**src/rtl/tick_gen_pkg.sv**
```systemverilog
// Shared constants and helpers for the tick generator and its channels.
package tick_gen_pkg;

    localparam int DIV_W_DEFAULT = 24;
    localparam int DIV_OFF       = 0;

    // Channel-select width: enough bits to index NUM_CH channels, never below one.
    function automatic int ch_width(input int num_ch);
        int w;
        if (num_ch <= 1) begin
            w = 1;
        end else begin
            w = $clog2(num_ch);
        end
        return w;
    endfunction

endpackage

```
**src/rtl/tick_channel.sv**
```systemverilog
// One programmable divider channel: tick strobe, square wave and glitch-free divisor updates.
module tick_channel
    import tick_gen_pkg::*;
#(
    parameter int          DIV_W       = DIV_W_DEFAULT,
    parameter int unsigned DEFAULT_DIV = 0
) (
    input  logic             clk,
    input  logic             reset,
    input  logic             enable,
    input  logic             wr,
    input  logic [DIV_W-1:0] wr_div,
    output logic             tick,
    output logic             sq,
    output logic             active
);

    localparam logic [DIV_W-1:0] RESET_DIV = DIV_W'(DEFAULT_DIV);
    localparam logic [DIV_W-1:0] OFF_DIV   = DIV_W'(DIV_OFF);

    logic [DIV_W-1:0] cnt_q, cnt_d;
    logic [DIV_W-1:0] div_q, div_d;
    logic [DIV_W-1:0] pend_div_q, pend_div_d;
    logic             pend_valid_q, pend_valid_d;
    logic             tick_q, tick_d;
    logic             sq_q, sq_d;
    logic             active_q, active_d;
    logic             running_s;
    logic             wrap_s;

    // Next-state logic for counter, divisor hand-over and outputs.
    always_comb begin
        cnt_d        = cnt_q;
        div_d        = div_q;
        pend_div_d   = pend_div_q;
        pend_valid_d = pend_valid_q;
        tick_d       = 1'b0;
        sq_d         = sq_q;
        running_s    = (div_q != OFF_DIV);
        wrap_s       = 1'b0;

        if (running_s && enable) begin
            wrap_s = (cnt_q == (div_q - DIV_W'(1)));
        end else begin
            wrap_s = 1'b0;
        end

        if (!running_s) begin
            // An idle channel takes a new divisor at once and starts its phase from zero.
            cnt_d        = '0;
            sq_d         = 1'b0;
            pend_valid_d = 1'b0;
            if (wr) begin
                div_d = wr_div;
            end else begin
                div_d = div_q;
            end
        end else begin
            if (wr) begin
                pend_div_d   = wr_div;
                pend_valid_d = 1'b1;
            end else begin
                pend_div_d   = pend_div_q;
                pend_valid_d = pend_valid_q;
            end

            if (wrap_s) begin
                cnt_d  = '0;
                tick_d = 1'b1;
                sq_d   = ~sq_q;
                // A write landing on the wrap itself is forwarded so it is not lost a period.
                if (wr) begin
                    div_d        = wr_div;
                    pend_valid_d = 1'b0;
                end else if (pend_valid_q) begin
                    div_d        = pend_div_q;
                    pend_valid_d = 1'b0;
                end else begin
                    div_d = div_q;
                end
                if (div_d == OFF_DIV) begin
                    sq_d = 1'b0;
                end else begin
                    sq_d = ~sq_q;
                end
            end else if (enable) begin
                cnt_d = cnt_q + DIV_W'(1);
            end else begin
                cnt_d = cnt_q;
            end
        end

        active_d = (div_d != OFF_DIV);
    end

    // State and output registers with synchronous reset.
    always_ff @(posedge clk) begin
        if (reset) begin
            cnt_q        <= '0;
            div_q        <= RESET_DIV;
            pend_div_q   <= '0;
            pend_valid_q <= 1'b0;
            tick_q       <= 1'b0;
            sq_q         <= 1'b0;
            active_q     <= (RESET_DIV != OFF_DIV);
        end else begin
            cnt_q        <= cnt_d;
            div_q        <= div_d;
            pend_div_q   <= pend_div_d;
            pend_valid_q <= pend_valid_d;
            tick_q       <= tick_d;
            sq_q         <= sq_d;
            active_q     <= active_d;
        end
    end

    assign tick   = tick_q;
    assign sq     = sq_q;
    assign active = active_q;

endmodule

```
**src/rtl/tick_generator.sv**
```systemverilog
// Free-running count bus plus NUM_CH programmable tick/square-wave channels.
module tick_generator
    import tick_gen_pkg::*;
#(
    parameter int          WIDTH       = 32,
    parameter int          NUM_CH      = 4,
    parameter int          DIV_W       = DIV_W_DEFAULT,
    parameter int unsigned DEFAULT_DIV = 0
) (
    input  logic                        clk,
    input  logic                        reset,
    input  logic                        enable,
    input  logic                        cfg_we,
    input  logic [ch_width(NUM_CH)-1:0] cfg_ch,
    input  logic [DIV_W-1:0]            cfg_div,
    output logic [WIDTH-1:0]            divided_clocks,
    output logic [NUM_CH-1:0]           ch_tick,
    output logic [NUM_CH-1:0]           ch_clk,
    output logic [NUM_CH-1:0]           ch_active
);

    localparam int CH_W = ch_width(NUM_CH);

    logic [WIDTH-1:0] divided_clocks_q, divided_clocks_d;

    // Free-running count, independent of enable.
    always_comb begin
        divided_clocks_d = divided_clocks_q + WIDTH'(1);
    end

    // Count register with synchronous reset.
    always_ff @(posedge clk) begin
        if (reset) begin
            divided_clocks_q <= '0;
        end else begin
            divided_clocks_q <= divided_clocks_d;
        end
    end

    assign divided_clocks = divided_clocks_q;

    // Out-of-range channel indices match no channel, so such writes are dropped.
    for (genvar i = 0; i < NUM_CH; i++) begin : g_ch
        logic wr_s;
        assign wr_s = cfg_we && (cfg_ch == CH_W'(i));

        tick_channel #(
            .DIV_W       (DIV_W),
            .DEFAULT_DIV (DEFAULT_DIV)
        ) u_ch (
            .clk    (clk),
            .reset  (reset),
            .enable (enable),
            .wr     (wr_s),
            .wr_div (cfg_div),
            .tick   (ch_tick[i]),
            .sq     (ch_clk[i]),
            .active (ch_active[i])
        );
    end

endmodule

```
**config.mk**
```make
export PLATFORM = sky130hd
export DESIGN_NAME = tick_generator
export DESIGN_NICKNAME = d
export VERILOG_FILES = /design/src/rtl/tick_gen_pkg.sv /design/src/rtl/tick_channel.sv /design/src/rtl/tick_generator.sv
export SDC_FILE = /design/constraint.sdc
export NUM_CORES = 1
export LEC_CHECK = 0
export CAP_MARGIN = 20
export CORE_MARGIN = 2
export CORE_UTILIZATION = 50
export CTS_BUF_LIST = sky130_fd_sc_hd__clkbuf_8 sky130_fd_sc_hd__clkbuf_16
export CTS_CLUSTER_DIAMETER = 150
export DETAILED_ROUTE_END_ITERATION = 12
export HOLD_SLACK_MARGIN = 0.02
export PLACE_DENSITY = 0.67
export SLEW_MARGIN = 20
export SYNTH_ARGS = -nofsm -noshare
export SYNTH_HDL_FRONTEND = slang
export SYNTH_SLANG_ARGS = --single-unit
```
**constraint.sdc**
```tcl
create_clock -name clk -period 9.2 [get_ports clk]
set_input_delay 1.84 -clock clk [delete_from_list [all_inputs] [get_ports clk]]
set_output_delay 1.84 -clock clk [all_outputs]
set_load 0.03 [all_outputs]
```
# ---- Word-level counts from Yosys, hierarchy flattened
# Cells that the tools add are included.
dict set report word_totals {
  register_bits 336
  input_bits 30
  output_inout_bits 44
  elab_cells 142
}
dict set report classes {
  n_addsub 9
  eq_ne 7
  n_mux 56
  bitwise 8
  n_reduce_logical 33
}
# operator n
set ops {}
lappend ops {{24-bit two-way mux} 28}
lappend ops {{24-bit nonzero test} 8}
lappend ops {{24-bit by 1-bit adder with 24-bit output, second input constant} 4}
lappend ops {{24-bit == test} 4}
lappend ops {{24-bit zero test} 4}
lappend ops {{24-bit by 1-bit subtractor with 24-bit output, second input constant} 4}
lappend ops {{32-bit by 1-bit adder with 32-bit output, second input constant} 1}
lappend ops {{1-bit two-way mux} 28}
lappend ops {{3-bit OR reduction} 4}
lappend ops {{1-bit logical AND} 8}
lappend ops {{1-bit inverter} 8}
lappend ops {{2-bit AND reduction} 4}
lappend ops {{2-bit OR reduction} 4}
lappend ops {{2-bit == test, second input constant} 2}
lappend ops {{2-bit by 1-bit == test with 1-bit output, second input constant} 1}
lappend ops {{2-bit zero test} 1}

# ---- Longest topological paths before layout
# Gate-level depths: netlist (run 1).
dict set report logic_depth {
  ltp_word 8
  mapped_depth 16
  mapped_depth_nobuf 13
}

# ---- Hierarchy
# A second synthesis (run 1) with hierarchy kept.
dict set report hier_totals {
  hier_cells 2668
  area_unflattened_um2 20542.2
}
# module n_inst cells_per_inst area_per_inst_um2 seq_area_each_um2
set by_module_without_submodules {}
lappend by_module_without_submodules {{tick_channel at g_ch[0].u_ch ...} 3 624 4728.3 1521.5}
lappend by_module_without_submodules {{tick_channel at g_ch[3].u_ch} 1 611 4812.1 1521.5}
lappend by_module_without_submodules {tick_generator 1 185 1545.2 640.6}

# ---- Worst setup path before layout (run 1)
# OpenSTA, ideal clock, no wires.
dict set report synth_path {
  kind {input port to flip-flop}
  start {in enable}
  end {reg g_ch[2].u_ch.active_q}
  t_arrival_ps 4438
  required_time_ps 9061
  slack_ps 4623
  stages 11
  path_cell_list {clkbuf_1 > nand4_1 > a211oi_1 > nand4_1 > a2111oi_1 > buf_2 > a31oi_1 > o21a_1 > or4_1 > nor4_1 > a41oi_1}
}
dict set report synth_between {
  elab_chain_len 5
}
# element line
set synth_rtl {}
lappend synth_rtl {{start: declaration} tick_generator.sv:12} ;# input logic enable,
lappend synth_rtl {{1-bit logical AND} tick_channel.sv:42} ;# if (running_s && enable) begin
lappend synth_rtl {{1-bit two-way mux} tick_channel.sv:42}
lappend synth_rtl {{24-bit two-way mux} tick_channel.sv:67} ;# if (wrap_s) begin
lappend synth_rtl {{24-bit two-way mux} tick_channel.sv:48} ;# if (!running_s) begin
lappend synth_rtl {{24-bit nonzero test} tick_channel.sv:93} ;# active_d = (div_d != OFF_DIV);
lappend synth_rtl {{end signal: assignment} tick_channel.sv:105} ;# active_q <= (RESET_DIV != OFF_DIV);
lappend synth_rtl {{end signal: assignment} tick_channel.sv:113} ;# active_q <= active_d;
lappend synth_rtl {{end: declaration} tick_channel.sv:27} ;# logic active_q, active_d;
# No other way between the ends.
# A chain may end at the register's enable or synchronous reset.

# ---- Final worst setup path (run 1)
dict set report layout_path {
  start {in enable}
  end {reg g_ch[0].u_ch.active_q}
}
dict set report layout_between {
  elab_chain_len 5
}
# element line
set layout_rtl {}
lappend layout_rtl {{1-bit logical AND} tick_channel.sv:42}
lappend layout_rtl {{1-bit two-way mux} tick_channel.sv:42}
lappend layout_rtl {{24-bit two-way mux} tick_channel.sv:67}
lappend layout_rtl {{24-bit two-way mux} tick_channel.sv:48}
lappend layout_rtl {{24-bit nonzero test} tick_channel.sv:93}
lappend layout_rtl {{end signal: assignment} tick_channel.sv:105}
lappend layout_rtl {{end signal: assignment} tick_channel.sv:113}
lappend layout_rtl {{end: declaration} tick_channel.sv:27}
# No other way between the ends.

==> flow_summary.json, run 1 <==
{
  "numCtsBuffers": 40,
  "min_from": "g_ch[3].u_ch.pend_div_q[14]",
  "critPathBufInv": 2,
  "worst_ep_arrival_time_ns": 5.50,
  "hold-worst-slack_ns": 0.454,
  "synth_cells": 2660,
  "cts_max_level": 2,
  "area_growth_pct": 10.8,
  "die_x_um": 204,
  "multi_input_area_um2": 12400,
  "clockBufferDepth": 3,
  "cp_common_cell": "and4_1",
  "ys_ff_latch": 336,
  "p_switching_mw": 3.16,
  "cp-endpoint": "g_ch[0].u_ch.active",
  "skew_ns": 0.0228,
  "ys_seq_area_share_pct": 33.5,
  "p_leak_nw": 8.08,
  "path_delay_family": "simple AND/OR/NAND/NOR gates",
  "sequentialPowerShare_pct": 27.3,
  "power_frac_comb_pct": 49.4,
  "clock-sinks": 336,
  "n_antenna_cell": 0,
  "max_freq_mhz": 196,
  "async_reset_ff_share_pct": 0,
  "clkPwrFrac_pct": 23.3,
  "synthDistinctLibCells": 91,
  "drtPass1Iterations": 6,
  "crit_cells": 12,
  "grt_use_total_pct": 28.5,
  "grt-ovfl-total": 0,
  "layout_common_cells": "nor2_1 (376), nand2_1 (340), dfxtp_1 (336)",
  "fillCellCount": 3769,
  "fp.coreArea_um2": 39700,
  "synth_area_um2": 20100,
  "crit_type": "input pin to register",
  "status": "finished, final reports clean",
  "rsz0062_at_grt": "false",
  "finalSetupTns_ns": 0,
  "rrSetupSlack_ns": 4.30,
  "required_ns": 9.59,
  "path_cells": "clkdlybuf4s50_1 -> buf_4 -> nand3_1 -> nor3_1 -> and4_1 -> and4_1 -> and4_4 -> o21ai_1 -> o211a_1 -> or4_1 -> nor4bb_1 -> a41oi_1",
  "vdd_ir_drop_max_mv": 0.195,
  "cts_tree": "yes",
  "grt_max_degree": 121,
  "syn_avg_cell_area_um2": 7.55,
  "worstMarginPinSlew_ns": 1.04,
  "cp-startpoint": "enable",
  "cts_resized": 0,
  "switching_share_pct": 44.3,
  "wire_per_inst_um": 19.1,
  "hold_viol": 0,
  "ys_warn_count": 0,
  "postCtsSetupRepairBufs": 0,
  "period_share_pct": 55.5,
  "start_util_pct": 50.6,
  "drive_gt1_share_pct": 5.16,
  "ios": 74,
  "reg2regPathDepth": 11,
  "synth_nets": 2703,
  "synth_ff_type": "dfxtp_1",
  "r2r-start": "g_ch[3].u_ch.div_q[10]",
  "maxCapViolCount": 0,
  "clk_latency_ns": 0.56,
  "die_h_um": 204,
  "nets": 2652,
  "vias": 18951,
  "root_buffer": "clkbuf_16",
  "via_per_inst": 5.99,
  "internal_power_mw": 3.97,
  "synth_edf_count": 0,
  "seqCellArea_um2": 6730,
  "end_kind": "register",
  "gp_congestion": 0.938,
  "slew_violations": 0,
  "cp_max_fo": 28,
  "min_period_ns": 5.11,
  "relSlewSlack_pct": 29.9,
  "final_antenna_net_count": 0,
  "hold_buffers": 0,
  "p_per_area_nw_per_um2": 320,
  "portBuffers": 73,
  "rows": 73,
  "hp-class": "register to register",
  "dp_hpwl_um": 42100,
  "final_common_cell": "nor2_1",
  "grt_pass1_wl_um": 96300,
  "finalSetupViolations": 0,
  "worst_path_largest_cell_delay_ns": 0.51,
  "antenna_found_initial": 0,
  "dieArea_um2": 41800,
  "drt_iter0_drc": 1812,
  "path_clk_slew_ns": 0.06,
  "reg2reg_to": "g_ch[3].u_ch.active",
  "route.detailed.drc": 0,
  "crit_path_top_delay_cell": "or4_1",
  "first_global_vias": 17718,
  "start_kind": "input pin",
  "wl_um": 60300
}
[cell families (layout without fill, tap and decap cells)]
kind of cell    Yosys count  after routing  synth area share, %
xor+xnor                223            223                 9.83
flops                   336            336                 33.5
fa+ha+maj                13             13                0.810
compound gates          515            515                 15.9
mux                     106            106                 5.31
buf+inv                 249            226                 5.13
simple gates           1218           1218                 29.5
[worst min-delay path by stage]
stage,depth (start not counted),end
finish,2,g_ch[3].u_ch.pend_div_q[14]
global route,2,g_ch[1].u_ch.pend_div_q[6]
CTS,2,g_ch[1].u_ch.pend_div_q[6]
detailed placement,2,g_ch[1].u_ch.pend_div_q[17]
global placement,2,g_ch[0].u_ch.pend_div_q[17]
floorplan,2,g_ch[0].u_ch.pend_div_q[0]
[tightest hold or removal path, delay by kind of cell (launching register included)]
kind | cells | cell delay [ns]
AND/OR/NAND/NOR | 1 | 0.05
AO/OA/AOI/OAI | 1 | 0.05
flip-flops | 1 | 0.31
[synth_stat cells, types with 12 or more instances]
cell type | n | share of area, %
buf_4 | 12 | 0.45
and3_1 | 36 | 1.1
or3_1 | 26 | 0.81
a211oi_1 | 30 | 1.1
inv_1 | 53 | 0.99
nor2b_1 | 28 | 0.87
nand3_1 | 75 | 1.9
nor2_1 | 377 | 7.0
nand2b_1 | 17 | 0.53
o22ai_1 | 16 | 0.50
or2_2 | 12 | 0.37
nor4_1 | 35 | 1.1
xnor2_1 | 89 | 3.9
a31oi_1 | 24 | 0.75
dfxtp_1 | 336 | 33
ha_1 | 13 | 0.81
clkbuf_1 | 153 | 2.9
nor3_1 | 80 | 2.0
xor2_1 | 132 | 5.8
o21ai_0 | 96 | 2.4
nor3b_1 | 15 | 0.56
nand4_1 | 73 | 2.3
a21oi_1 | 201 | 5.0
o211ai_1 | 26 | 0.97
nand2_1 | 340 | 6.4
buf_2 | 16 | 0.40
mux2i_1 | 102 | 5.1
and4_1 | 13 | 0.57
or4_1 | 25 | 0.93
[per-layer routing]
metal | up-vias | wire length, um | share of wire [%] | GRT usage (%)
li1 | 9234 | - | - | -
met1 | 8956 | 27500 | 46 | 38.7
met4 | 0 | 1950 | 3.2 | 10.5
met3 | 120 | 3630 | 6.0 | 3.71
met2 | 641 | 27300 | 45 | 46.1
met5 | - | 0 | 0 | 0
[power groups by stage]
| stage | sequential, mW | combinational, mW | clock [mW] |
|---|---|---|---|
| final | 1.94 | 3.52 | 1.66 |
| after global routing | 1.97 | 3.86 | 1.75 |
| after CTS | 1.94 | 3.47 | 1.69 |
| after detailed placement | 1.97 | 3.44 | 0 |
| after global placement | 1.97 | 3.39 | 0 |
| after floorplan | 1.80 | 2.80 | 0 |
[layout make-up]
cell class | instances | share of cell area, %
Inverter | 53 | 0.894
Clock inverter | 25 | 1.29
Multi-Input combinational cell | 2075 | 55.5
Clock buffer | 45 | 4.86
Tap cell | 525 | 2.95
Sequential cell | 336 | 30.2
Timing Repair Buffer | 103 | 4.30
[state kept, by name, summed over array words and instances, names as in the netlist]
signal / count
g_ch.u_ch.sq: 4
g_ch.u_ch.pend_valid_q: 4
g_ch.u_ch.cnt_q: 96
g_ch.u_ch.active: 4
g_ch.u_ch.div_q: 96
g_ch.u_ch.tick: 4
divided_clocks: 32
g_ch.u_ch.pend_div_q: 96
[stage by stage]
stage	std cells	util [%]	power [mW]	instance area (um^2)	setup slack, ns
6_report	3162	56.0	7.12	22300	4.09
5_1_grt	3162	56.0	7.58	22300	3.80
4_1_cts	3162	56.0	7.09	22300	4.15
3_5_place_dp	3092	52.6	5.41	20900	3.56
3_3_place_gp	3092	52.6	5.35	20900	3.57
2_1_floorplan	2660	-	4.60	20100	4.62
(Power assumes the default switching activity.)
==> run 2: changes to the inputs <==
--- a/config.mk
+++ b/config.mk
@@ -12,7 +12,7 @@
 export CTS_CLUSTER_DIAMETER = 150
 export DETAILED_ROUTE_END_ITERATION = 12
 export HOLD_SLACK_MARGIN = 0.02
-export PLACE_DENSITY = 0.67
+export PLACE_DENSITY = 0.7
 export SLEW_MARGIN = 20
 export SYNTH_ARGS = -nofsm -noshare
 export SYNTH_HDL_FRONTEND = slang
==> constraint.sdc (replaced) <==
create_clock -name clk -period 4.1 [get_ports clk]
set_input_delay 0.82 -clock clk [delete_from_list [all_inputs] [get_ports clk]]
set_output_delay 0.82 -clock clk [all_outputs]
set_load 0.03 [all_outputs]
==> flow_summary.json, run 2 (synthesis gave the netlist of run 1 again) <==
{
  "p_per_area_nw_per_um2": 720,
  "clock-sinks": 336,
  "ios": 74,
  "layout_common_cells": "nor2_1 (375), nand2_1 (340), dfxtp_1 (336)",
  "cts_tree": "yes",
  "first_global_vias": 19105,
  "numCtsBuffers": 39,
  "sequentialPowerShare_pct": 24.6,
  "drtPass1Iterations": 6,
  "vdd_ir_drop_max_mv": 0.440,
  "via_per_inst": 6.02,
  "relSlewSlack_pct": 35.1,
  "nets": 2808,
  "top_regs": "g_ch.u_ch.cnt_q x96, g_ch.u_ch.div_q x96, g_ch.u_ch.pend_div_q x96",
  "grt_pass1_wl_um": 104000,
  "reg2reg_to": "g_ch[0].u_ch.active",
  "rsz0062_at_grt": "true",
  "switching_share_pct": 43.7,
  "wire_per_inst_um": 20.0,
  "dp_hpwl_um": 49200,
  "n_antenna_cell": 0,
  "grt-ovfl-total": 0,
  "p_switching_mw": 7.45,
  "die_h_um": 204,
  "dieArea_um2": 41800,
  "antenna_found_initial": 0,
  "p_leak_nw": 8.94,
  "start_util_pct": 50.6,
  "wl_um": 66400,
  "gp_congestion": 0.978,
  "finalSetupViolations": 0,
  "fp.coreArea_um2": 39700,
  "portBuffers": 73,
  "required_ns": 4.50,
  "hold_viol": 0,
  "min_period_ns": 3.99,
  "end_kind": "register",
  "status": "finished, final reports clean",
  "hp-class": "register to register",
  "rows": 73,
  "drt_iter0_drc": 1816,
  "max_freq_mhz": 251,
  "path_clk_slew_ns": 0.06,
  "internal_power_mw": 9.59,
  "root_buffer": "clkbuf_16",
  "area_growth_pct": 17.7,
  "grt_max_degree": 96,
  "holdPathStages": 2,
  "skew_ns": 0.0174,
  "r2r-start": "g_ch[0].u_ch.div_q[0]",
  "min_from": "g_ch[0].u_ch.pend_div_q[0]",
  "reg2regPathDepth": 12,
  "final_common_cell": "nor2_1",
  "power_frac_comb_pct": 53.4,
  "worstMarginPinSlew_ns": 0.969,
  "slew_violations": 0,
  "route.detailed.drc": 0,
  "clockBufferDepth": 3,
  "holdPathEnd": "g_ch[0].u_ch.pend_div_q[0]",
  "fin_util_pct": 59.5,
  "start_kind": "register",
  "clk_latency_ns": 0.57,
  "cts_max_level": 2,
  "worst_ep_arrival_time_ns": 4.39,
  "rrSetupSlack_ns": 0.11,
  "vias": 19979,
  "die_x_um": 204,
  "maxCapViolCount": 0,
  "period_share_pct": 97.3,
  "grt_use_total_pct": 31.4,
  "cp_max_fo": 7,
  "cp-startpoint": "g_ch[0].u_ch.div_q[0]",
  "finalSetupTns_ns": 0,
  "clkPwrFrac_pct": 22.0,
  "drive_gt1_share_pct": 11.3,
  "crit_type": "register to register",
  "final_antenna_net_count": 0
}
-- run 2: critical path: stages (launching register included) --
cell      delay, ns
dfxtp_1        0.35
or4_4          0.55
or4_4          0.50
or3_4          0.37
xnor2_4        0.17
and4_4         0.26
and4_4         0.29
nand3_1        0.11
buf_4          0.16
or2_2          0.29
a211oi_1       0.35
nor4bb_1       0.26
a41oi_1        0.16
-- run 2: worst max path at each step --
stage / end / depth (start not counted)
6_report: g_ch[0].u_ch.active / 12
5_1_grt: g_ch[2].u_ch.active / 11
4_1_cts: g_ch[2].u_ch.active / 11
3_5_place_dp: g_ch[2].u_ch.active / 13
3_3_place_gp: g_ch[2].u_ch.active / 12
2_1_floorplan: g_ch[2].u_ch.active / 14
-- run 2: stage by stage --
| stage | hold slack, ns | instance area, um^2 | power, mW | setup WS (ns) | instances |
|---|---|---|---|---|---|
| 2_1_floorplan | 0.436 | 20100 | 10.3 | 0.126 | 2660 |
| 3_3_place_gp | 0.442 | 22100 | 12.8 | 0.0452 | 3243 |
| 3_5_place_dp | 0.446 | 22100 | 13.0 | -0.00222 | 3243 |
| 4_1_cts | 0.454 | 23500 | 16.8 | 0.0410 | 3314 |
| 5_1_grt | 0.465 | 23600 | 18.1 | -0.0183 | 3320 |
| 6_report | 0.454 | 23600 | 17.0 | 0.110 | 3320 |
-- run 2: timing repair --
item / CTS / global route
setup buffers: 0 / 5
resized for setup: 0 / 24
setup endpoints to repair: 0 / 3
hold buffers: 0 / 0
-- run 2: area by class of cell --
| type | count | area, um^2 |
|---|---|---|
| fill | 3664 | 16100 |
| clock buffer | 46 | 1090 |
| tap | 525 | 657 |
| multi-input combinational | 2076 | 12500 |
| timing repair buffer | 259 | 2220 |
| clock inverter | 25 | 278 |
| inverter | 53 | 199 |
| sequential | 336 | 6730 |
-- run 2: routing by layer --
layer  GRT usage [%]  part of all wire, %
met5               0                    0
met4            11.4                  3.3
met3            5.52                  7.3
met2            51.7                   46
met1            41.2                   43
-- run 2: power by group through the flow --
stage | combinational, mW | clock (mW) | sequential (mW)
finish | 9.10 | 3.74 | 4.19
global route | 9.91 | 3.93 | 4.24
CTS | 8.80 | 3.79 | 4.18
detailed placement | 8.75 | 0 | 4.24
global placement | 8.60 | 0 | 4.23
floorplan | 6.29 | 0 | 4.04
